[src/rtl/stopwatch_if.sv]
// Stopwatch controller bundle: button/switch inputs in, datapath and display controls out.
interface stopwatch_if;
  logic       pause_p;
  logic       adj;
  logic       sel;
  logic       inc_sec;
  logic       inc_min;
  logic       carry_en;
  logic       scan_tick;
  logic [1:0] digit_idx;
  logic       blank_sec;
  logic       blank_min;
  logic [1:0] mode;

  modport master (
    output pause_p, adj, sel,
    input  inc_sec, inc_min, carry_en, scan_tick, digit_idx, blank_sec, blank_min, mode
  );

  modport slave (
    input  pause_p, adj, sel,
    output inc_sec, inc_min, carry_en, scan_tick, digit_idx, blank_sec, blank_min, mode
  );
endinterface

[src/rtl/stopwatch_ctrl.sv]
// Stopwatch timing/mode controller: clock-enable time bases from one clock plus the
// RUN/PAUSE/ADJ mode FSM driving the counter datapath and the display scanner.
module stopwatch_ctrl #(
  parameter int CLK_HZ   = 100_000_000,
  parameter int SCAN_HZ  = 500,
  parameter int BLINK_HZ = 4
) (
  input  logic       clk,
  input  logic       rst,
  stopwatch_if.slave sw
);
  localparam int HALF_DIV  = CLK_HZ / 2;
  localparam int SCAN_DIV  = CLK_HZ / SCAN_HZ;
  localparam int BLINK_DIV = CLK_HZ / (2 * BLINK_HZ);
  localparam int HALF_W    = (HALF_DIV  > 1) ? $clog2(HALF_DIV)  : 1;
  localparam int SCAN_W    = (SCAN_DIV  > 1) ? $clog2(SCAN_DIV)  : 1;
  localparam int BLINK_W   = (BLINK_DIV > 1) ? $clog2(BLINK_DIV) : 1;

  typedef enum logic [1:0] {
    S_RUN   = 2'd0,
    S_PAUSE = 2'd1,
    S_ADJ   = 2'd2
  } state_t;

  logic [HALF_W-1:0]  cnt2;
  logic [SCAN_W-1:0]  cnts;
  logic [BLINK_W-1:0] cntb;
  logic               half;
  logic               blink_on;
  logic               tick2, tick1, scan_wrap, blink_wrap;
  logic               scan_tick_q;
  logic [1:0]         digit_idx_q;

  state_t state, state_nxt;
  logic   paused, paused_nxt;
  logic   inc_sec_q, inc_min_q, carry_en_q, blank_sec_q, blank_min_q;
  logic   inc_sec_d, inc_min_d, carry_en_d, blank_sec_d, blank_min_d;

  assign tick2      = (cnt2 == HALF_W'(HALF_DIV - 1));
  assign tick1      = tick2 & half;
  assign scan_wrap  = (cnts == SCAN_W'(SCAN_DIV - 1));
  assign blink_wrap = (cntb == BLINK_W'(BLINK_DIV - 1));

  // Time bases free-run in every mode; only reset realigns them.
  always_ff @(posedge clk) begin
    if (rst) begin
      cnt2        <= '0;
      cnts        <= '0;
      cntb        <= '0;
      half        <= 1'b0;
      blink_on    <= 1'b1;
      scan_tick_q <= 1'b0;
      digit_idx_q <= 2'd0;
    end else begin
      cnt2        <= tick2 ? '0 : cnt2 + 1'b1;
      cnts        <= scan_wrap ? '0 : cnts + 1'b1;
      cntb        <= blink_wrap ? '0 : cntb + 1'b1;
      scan_tick_q <= scan_wrap;
      if (tick2)      half        <= ~half;
      if (blink_wrap) blink_on    <= ~blink_on;
      if (scan_wrap)  digit_idx_q <= digit_idx_q + 2'd1;
    end
  end

  always_ff @(posedge clk) begin
    if (rst) begin
      state       <= S_RUN;
      paused      <= 1'b0;
      inc_sec_q   <= 1'b0;
      inc_min_q   <= 1'b0;
      carry_en_q  <= 1'b1;
      blank_sec_q <= 1'b0;
      blank_min_q <= 1'b0;
    end else begin
      state       <= state_nxt;
      paused      <= paused_nxt;
      inc_sec_q   <= inc_sec_d;
      inc_min_q   <= inc_min_d;
      carry_en_q  <= carry_en_d;
      blank_sec_q <= blank_sec_d;
      blank_min_q <= blank_min_d;
    end
  end

  // Strobes and blanking are judged by the current registered state, so a tick that
  // lands on a mode-change edge follows the old mode; carry_en tracks the new mode.
  always_comb begin
    paused_nxt  = paused ^ sw.pause_p;
    state_nxt   = S_RUN;
    inc_sec_d   = 1'b0;
    inc_min_d   = 1'b0;
    blank_sec_d = 1'b0;
    blank_min_d = 1'b0;
    if (sw.adj)          state_nxt = S_ADJ;
    else if (paused_nxt) state_nxt = S_PAUSE;
    carry_en_d = (state_nxt != S_ADJ);
    unique case (state)
      S_RUN: inc_sec_d = tick1;
      S_ADJ: begin
        inc_sec_d   = tick2 & ~sw.sel;
        inc_min_d   = tick2 &  sw.sel;
        blank_sec_d = ~sw.sel & ~blink_on;
        blank_min_d =  sw.sel & ~blink_on;
      end
      default: ;
    endcase
  end

  assign sw.inc_sec   = inc_sec_q;
  assign sw.inc_min   = inc_min_q;
  assign sw.carry_en  = carry_en_q;
  assign sw.scan_tick = scan_tick_q;
  assign sw.digit_idx = digit_idx_q;
  assign sw.blank_sec = blank_sec_q;
  assign sw.blank_min = blank_min_q;
  assign sw.mode      = state;
endmodule
[src/flat_wrapper.sv]
// flat-port wrapper written by rule: the top's interface ports become plain ports
module stopwatch_ctrl_flat 
#(
  parameter int CLK_HZ   = 100_000_000,
  parameter int SCAN_HZ  = 500,
  parameter int BLINK_HZ = 4
)
  (clk, rst, sw_pause_p, sw_adj, sw_sel, sw_inc_sec, sw_inc_min, sw_carry_en, sw_scan_tick, sw_digit_idx, sw_blank_sec, sw_blank_min, sw_mode);
  stopwatch_if sw_i ();
  input  logic clk;
  input  logic rst;
  input wire logic [$bits(sw_i.pause_p)-1:0] sw_pause_p;
  input wire logic [$bits(sw_i.adj)-1:0] sw_adj;
  input wire logic [$bits(sw_i.sel)-1:0] sw_sel;
  output wire logic [$bits(sw_i.inc_sec)-1:0] sw_inc_sec;
  output wire logic [$bits(sw_i.inc_min)-1:0] sw_inc_min;
  output wire logic [$bits(sw_i.carry_en)-1:0] sw_carry_en;
  output wire logic [$bits(sw_i.scan_tick)-1:0] sw_scan_tick;
  output wire logic [$bits(sw_i.digit_idx)-1:0] sw_digit_idx;
  output wire logic [$bits(sw_i.blank_sec)-1:0] sw_blank_sec;
  output wire logic [$bits(sw_i.blank_min)-1:0] sw_blank_min;
  output wire logic [$bits(sw_i.mode)-1:0] sw_mode;
  assign sw_i.pause_p = sw_pause_p;
  assign sw_i.adj = sw_adj;
  assign sw_i.sel = sw_sel;
  assign sw_inc_sec = sw_i.inc_sec;
  assign sw_inc_min = sw_i.inc_min;
  assign sw_carry_en = sw_i.carry_en;
  assign sw_scan_tick = sw_i.scan_tick;
  assign sw_digit_idx = sw_i.digit_idx;
  assign sw_blank_sec = sw_i.blank_sec;
  assign sw_blank_min = sw_i.blank_min;
  assign sw_mode = sw_i.mode;
  stopwatch_ctrl #(.CLK_HZ(CLK_HZ), .SCAN_HZ(SCAN_HZ), .BLINK_HZ(BLINK_HZ)) u_core (.clk(clk), .rst(rst), .sw(sw_i));
endmodule
[config.mk]
export PLATFORM = sky130hd
export DESIGN_NAME = stopwatch_ctrl_flat
export DESIGN_NICKNAME = d
export VERILOG_FILES = /design/src/rtl/stopwatch_if.sv /design/src/rtl/stopwatch_ctrl.sv /design/src/flat_wrapper.sv
export SDC_FILE = /design/constraint.sdc
export NUM_CORES = 1
export LEC_CHECK = 0
export ABC_AREA = 1
export BUFFER_PORTS_ARGS = -buffer_cell sky130_fd_sc_hd__buf_2
export CORE_MARGIN = 1
export CORE_UTILIZATION = 58
export CTS_BUF_LIST = sky130_fd_sc_hd__clkbuf_8
export DETAILED_ROUTE_END_ITERATION = 10
export PLACE_DENSITY_LB_ADDON = 0.15
export SETUP_SLACK_MARGIN = 0.02
export SYNTH_ARGS = -nofsm -noshare
export SYNTH_HDL_FRONTEND = slang
export SYNTH_SLANG_ARGS = --single-unit
export TNS_END_PERCENT = 5
[constraint.sdc]
create_clock -name clk -period 1.4 [get_ports clk]
set_input_delay 0.07 -clock clk [delete_from_list [all_inputs] [get_ports clk]]
set_output_delay 0.07 -clock clk [all_outputs]
set_load 0.05 [all_outputs]
## Word-level counts from Yosys, hierarchy flattened

Cells that the tools add are included.

| operators by class | value |
|---|---|
| add/sub/neg operators | 4 |
| equality and inequality tests | 5 |
| muxes and demuxes | 3 |
| bitwise logic cells | 10 |
| reduce and logical (&&, ||, !) cells | 5 |

Operators with widths:

| operator | count |
|---|---|
| adder 26 x 1 -> 26 bit, second input constant | 1 |
| equality test 26 bit, second input constant | 1 |
| adder 24 x 1 -> 24 bit, second input constant | 1 |
| equality test 24 bit, second input constant | 1 |
| adder 18 x 1 -> 18 bit, second input constant | 1 |
| equality test 18 bit, second input constant | 1 |
| OR reduction 2 bit | 4 |
| AND 1 bit | 5 |
| NOT 1 bit | 4 |
| adder 2 x 1 -> 2 bit, second input constant | 1 |
| equality test 2 bit, second input constant | 1 |
| zero test 2 bit | 1 |
| two-way mux 2 bit | 1 |
| inequality test 2 bit, second input constant | 1 |
| case mux 1 bit (2 select lines) | 1 |
| two-way mux 1 bit | 1 |
| bitwise XOR 1 bit | 1 |

| word-level totals | value |
|---|---|
| register bits | 81 |
| output and inout port bits | 10 |

## Logic depth before layout (Yosys ltp)

| logic depth | value |
|---|---|
| depth in word-level cells | 4 |
| gate-level depth with buffers | 9 |
| gate-level depth less buffers | 9 |

## Least setup slack after synthesis

No wires, ideal clock.

| timing path | value |
|---|---|
| kind | reg2reg |
| from | register u_core.cnt2[0] |
| to | register u_core.cnt2[9] |
| setup time | 0.122 ns |
| arrival | 1.324 ns |
| required time | 1.278 ns |
| path slack | -0.045 ns |
| cell stages (with the launch flop) | 10 |
| buffers on the path | 1 |
| cell sequence | dfxtp_1 ha_1 nand3_2 nor2_4 inv_2 nor2_2 nand2_2 nand2_4 buf_8 a21oi_1 |

| on the way | value |
|---|---|
| word-level cells in the longest chain between the ends | 2 |
| elaborated cells between the ends (all ways) | 3 |
| classes of those cells | add/sub (1); eq/ne (1); reduce/logical (1) |

Ends and longest elaborated chain:

| item | line | source |
|---|---|---|
| from (decl) | stopwatch_ctrl.sv:25 | `logic [HALF_W-1:0] cnt2;` |
| from (signal assigned) | stopwatch_ctrl.sv:55 | `cnt2 <= tick2 ? '0 : cnt2 + 1'b1;` |
| parallel branches: the longest is 2 deep, another holds adder 26 x 1 -> 26 bit | -- |  |

Several ways; the timed one is not identified.
A chain may end at the register's enable or synchronous reset.

## Worst setup path after layout

| timing path | value |
|---|---|
| from | register u_core.cntb[4] |
| to | register u_core.cntb[20] |

| on the way | value |
|---|---|
| word-level cells in the longest chain between the ends | 2 |
| elaborated cells between the ends (all ways) | 3 |
| classes of those cells | add/sub (1); eq/ne (1); reduce/logical (1) |

Ends and longest elaborated chain:

| item | line | source |
|---|---|---|
| from (decl) | stopwatch_ctrl.sv:27 | `logic [BLINK_W-1:0] cntb;` |
| from (signal assigned) | stopwatch_ctrl.sv:57 | `cntb <= blink_wrap ? '0 : cntb + 1'b1;` |
| parallel branches: the longest is 2 deep, another holds adder 24 x 1 -> 24 bit | -- |  |

Several ways; the timed one is not identified.

==> flow_metrics.tcl <==
set metrics [dict create \
    crit_path_end_kind "register" \
    final_antenna_net_count 0 \
    grt_pass1_vias 3818 \
    place_ws_ns -0.105 \
    root_buffer "clkbuf_8" \
    synthTopCellsByArea "dfxtp_1, nand2_1, nor2_1, inv_1, nand3_1" \
    cts_buffers 9 \
    rsz0062_at_grt "true" \
    core-area_mm2 0.00676 \
    fin_util_pct 76.2 \
    reg2regPathDepth 6 \
    hold_depth 4 \
    clk_pin_slew_worst_paths_ns 0.09 \
    cts_sinks 81 \
    h-tree-depth 3 \
    dieArea_mm2 0.00732 \
    place_inst 741 \
    grt-ovfl-total 0 \
    first_pass_iters 5 \
    outcome "complete, but fails checks" \
    vias 4147 \
    fin_crit_ns 1.58 \
    syn_to_final_growth_pct 27.1 \
    grt_pass1_wl_um 16400 \
    ys_ff_latch 81 \
    drt_first_iter_violations 202 \
    dp_hpwl_um 7130 \
    violations "negative setup slack" \
    cp-start-kind "register" \
    cts_tree "built" \
    yosysUniqueCellTypes 29 \
    final.period_utilization_pct 113 \
    setup_violations 24 \
    syn_avg_cell_area_um2 6.63 \
    n_antenna_cell 0 \
    io_buffers 14 \
    synth_top_area_cell "dfxtp_1" \
    power.leakage_nw 1.85 \
    netlist.area_leader.share_pct 40.0 \
    dieWidth_um 85.6 \
    ys_seq_area_share_pct 40.0 \
    clock_latency_ns 0.35 \
    min_path_type "input port to register" \
    die_y_um 85.6 \
    grt_max_degree 19 \
    rows 30 \
    start_util_pct 60.0 \
    crit_fanout 4 \
    max_freq_mhz 633 \
    clockBufferDepth 2 \
    grt_usage_pct 28.4 \
    instances_no_fill 772 \
    hold_viol_final 0 \
    p_per_area_mw_per_mm2 869 \
    finalPower_mw 4.47 \
    antenna_found_initial 0 \
    syn_nets 619 \
    syn_area_mm2 0.00405 \
    dpl-instance-area_mm2 0.00454 \
    ios 15 \
    viasPerCell 5.37 \
    skew_ns 0.00708 \
    drive_above_1_share_pct 23.0 \
    critical_path_class "register to register" \
    vdd.ir_drop.worst_mv 0.694 \
    crit_required_ns 1.68 \
    slew_violations 0 \
    layout_setup_ws_ns -0.181 \
    gp_congestion 0.934 \
    post_drt_wl_per_cell_um 13.8 \
    drt_wl_total_um 10600 \
    cap_violations 0 \
    synthCells 611 \
    relSlewSlack_pct 71.2 \
    ys_warn_count 0 \
    final_cell_area_mm2 0.00515 \
    final_nets 695 \
    worstPathArrival_ns 1.86 \
    drc 0 \
    worst_slew_pin_slew_ns 0.431 \
]
==> Yosys cell counts <==
cell type / instances
nand2_1: 175
nor2_1: 144
dfxtp_1: 81
inv_1: 62
nand3_1: 32
a21oi_1: 30
xor2_1: 15
xnor2_1: 10
nand4_1: 9
a21oi_2: 5
o21ai_0: 5
buf_6: 4
nand3_2: 4
nand3b_1: 4
nor2_2: 4
nor3_1: 4
or2_2: 4
and2_1: 3
ha_1: 3
nand2_2: 3
nor2_4: 2
and2_0: 1
buf_2: 1
buf_8: 1
inv_2: 1
nand2_4: 1
nor4_1: 1
o211ai_1: 1
o21bai_1: 1
==> per-stage QoR <==
step / hold slack (ns) / setup TNS, ns
final: 0.0525 / -1.78
after global routing: 0.0597 / -4.21
after CTS: 0.0102 / -0.749
after detailed placement: 0.252 / -2.14
after global placement: 0.253 / -0.252
after floorplan: 0.139 / 0
==> power by group <==
part	internal, mW	total (mW)	switching, mW
registers	2.33	2.36	0.0293
logic	0.110	0.231	0.122
clock network	1.00	1.88	0.876
total	3.45	4.47	1.03
==> layout by cell type (no fill, tap or decap), types with 2 or more instances in the layout <==
| cell | synthesis | final |
|---|---|---|
| nor2_4 | 2 | 9 |
| dfxtp_2 | 0 | 13 |
| clkinv_2 | 0 | 2 |
| nor3_1 | 4 | 3 |
| dlygate4sd3_1 | 0 | 5 |
| inv_1 | 62 | 60 |
| nand3_1 | 32 | 30 |
| nand3b_1 | 4 | 4 |
| buf_2 | 1 | 14 |
| nand3_2 | 4 | 4 |
| nand2_1 | 175 | 170 |
| clkinv_4 | 0 | 2 |
| nand2_2 | 3 | 4 |
| nand2_4 | 1 | 4 |
| buf_4 | 0 | 44 |
| nand3_4 | 0 | 2 |
| xnor2_1 | 10 | 9 |
| xor2_1 | 15 | 15 |
| nor2_2 | 4 | 17 |
| and2_1 | 3 | 2 |
| inv_2 | 1 | 2 |
| a21oi_2 | 5 | 9 |
| buf_6 | 4 | 3 |
| dfxtp_1 | 81 | 68 |
| o21ai_0 | 5 | 5 |
| clkbuf_8 | 0 | 9 |
| buf_12 | 0 | 3 |
| nand4_1 | 9 | 9 |
| ha_4 | 0 | 3 |
| bufinv_16 | 0 | 2 |
| or2_2 | 4 | 3 |
| a21oi_1 | 30 | 26 |
| nor2_1 | 144 | 124 |
==> critical path, stage by stage, from the launching register on <==
cell and delay (ns):
dfxtp_1 0.45, nand2_1 0.16, nor2_1 0.24, nand2_1 0.09
nor2_1 0.25, nand3_1 0.16, a21oi_1 0.17
==> worst paths after layout <==
check | startpoint | endpoint | slack, ns
setup / recovery | u_core.cntb[4] | u_core.cntb[20] | -0.18
hold / removal | rst | u_core.sw.blank_sec | 0.05
setup reg to reg | u_core.cntb[4] | u_core.cntb[20] | -0.18
hold reg to reg | u_core.cnt2[25] | u_core.cnt2[25] | 0.47
==> logic make-up (layout without fill, tap and decap cells) <==
family	count (synthesis)	count (layout)	share of synthesized area, %
AOI/OAI and AO/OA	42	42	5.78
xor gates and xnor gates	25	25	5.40
adders and majority gates	3	3	0.927
buffers and inverters	69	150	7.44
DFF	81	81	40.0
and+or+nand+nor	391	391	40.4
==> area by class of cell <==
| cell class | count | area [µm²] |
|---|---|---|
| multi-input cells | 461 | 2360 |
| flip-flops and latches | 81 | 1640 |
| fillers | 508 | 1610 |
| repair buffers | 71 | 597 |
| inverters | 63 | 239 |
| clock buffers | 9 | 124 |
| well taps | 80 | 100 |
| clock inverters | 7 | 95.1 |
==> registers in the layout (all words and copies together) (netlist names), 2 cells and up <==
signal / flops
u_core.cntb: 24
u_core.sw.digit_idx: 2
u_core.cnt2: 26
u_core.cnts: 18
u_core.sw.mode: 2
==> timing repair <==
item / CTS / global route
cloned: 1 / 1
hold buffers: 5 / 0
buffers inserted: 5 / 3
pin swaps: 8 / 9
resized for setup: 16 / 54
endpoints found under the hold margin: 7 / 0
setup endpoints to repair: 65 / 70
==> routing by layer <==
layer	up-vias	track usage [%]	share of wire [%]
met3	41	4.62	5.1
met1	1908	33.5	40
li1	2053	-	-
met5	-	0	0
met2	145	50.3	51
met4	0	13.8	3.9
Power figures use the tool's default switching activity.
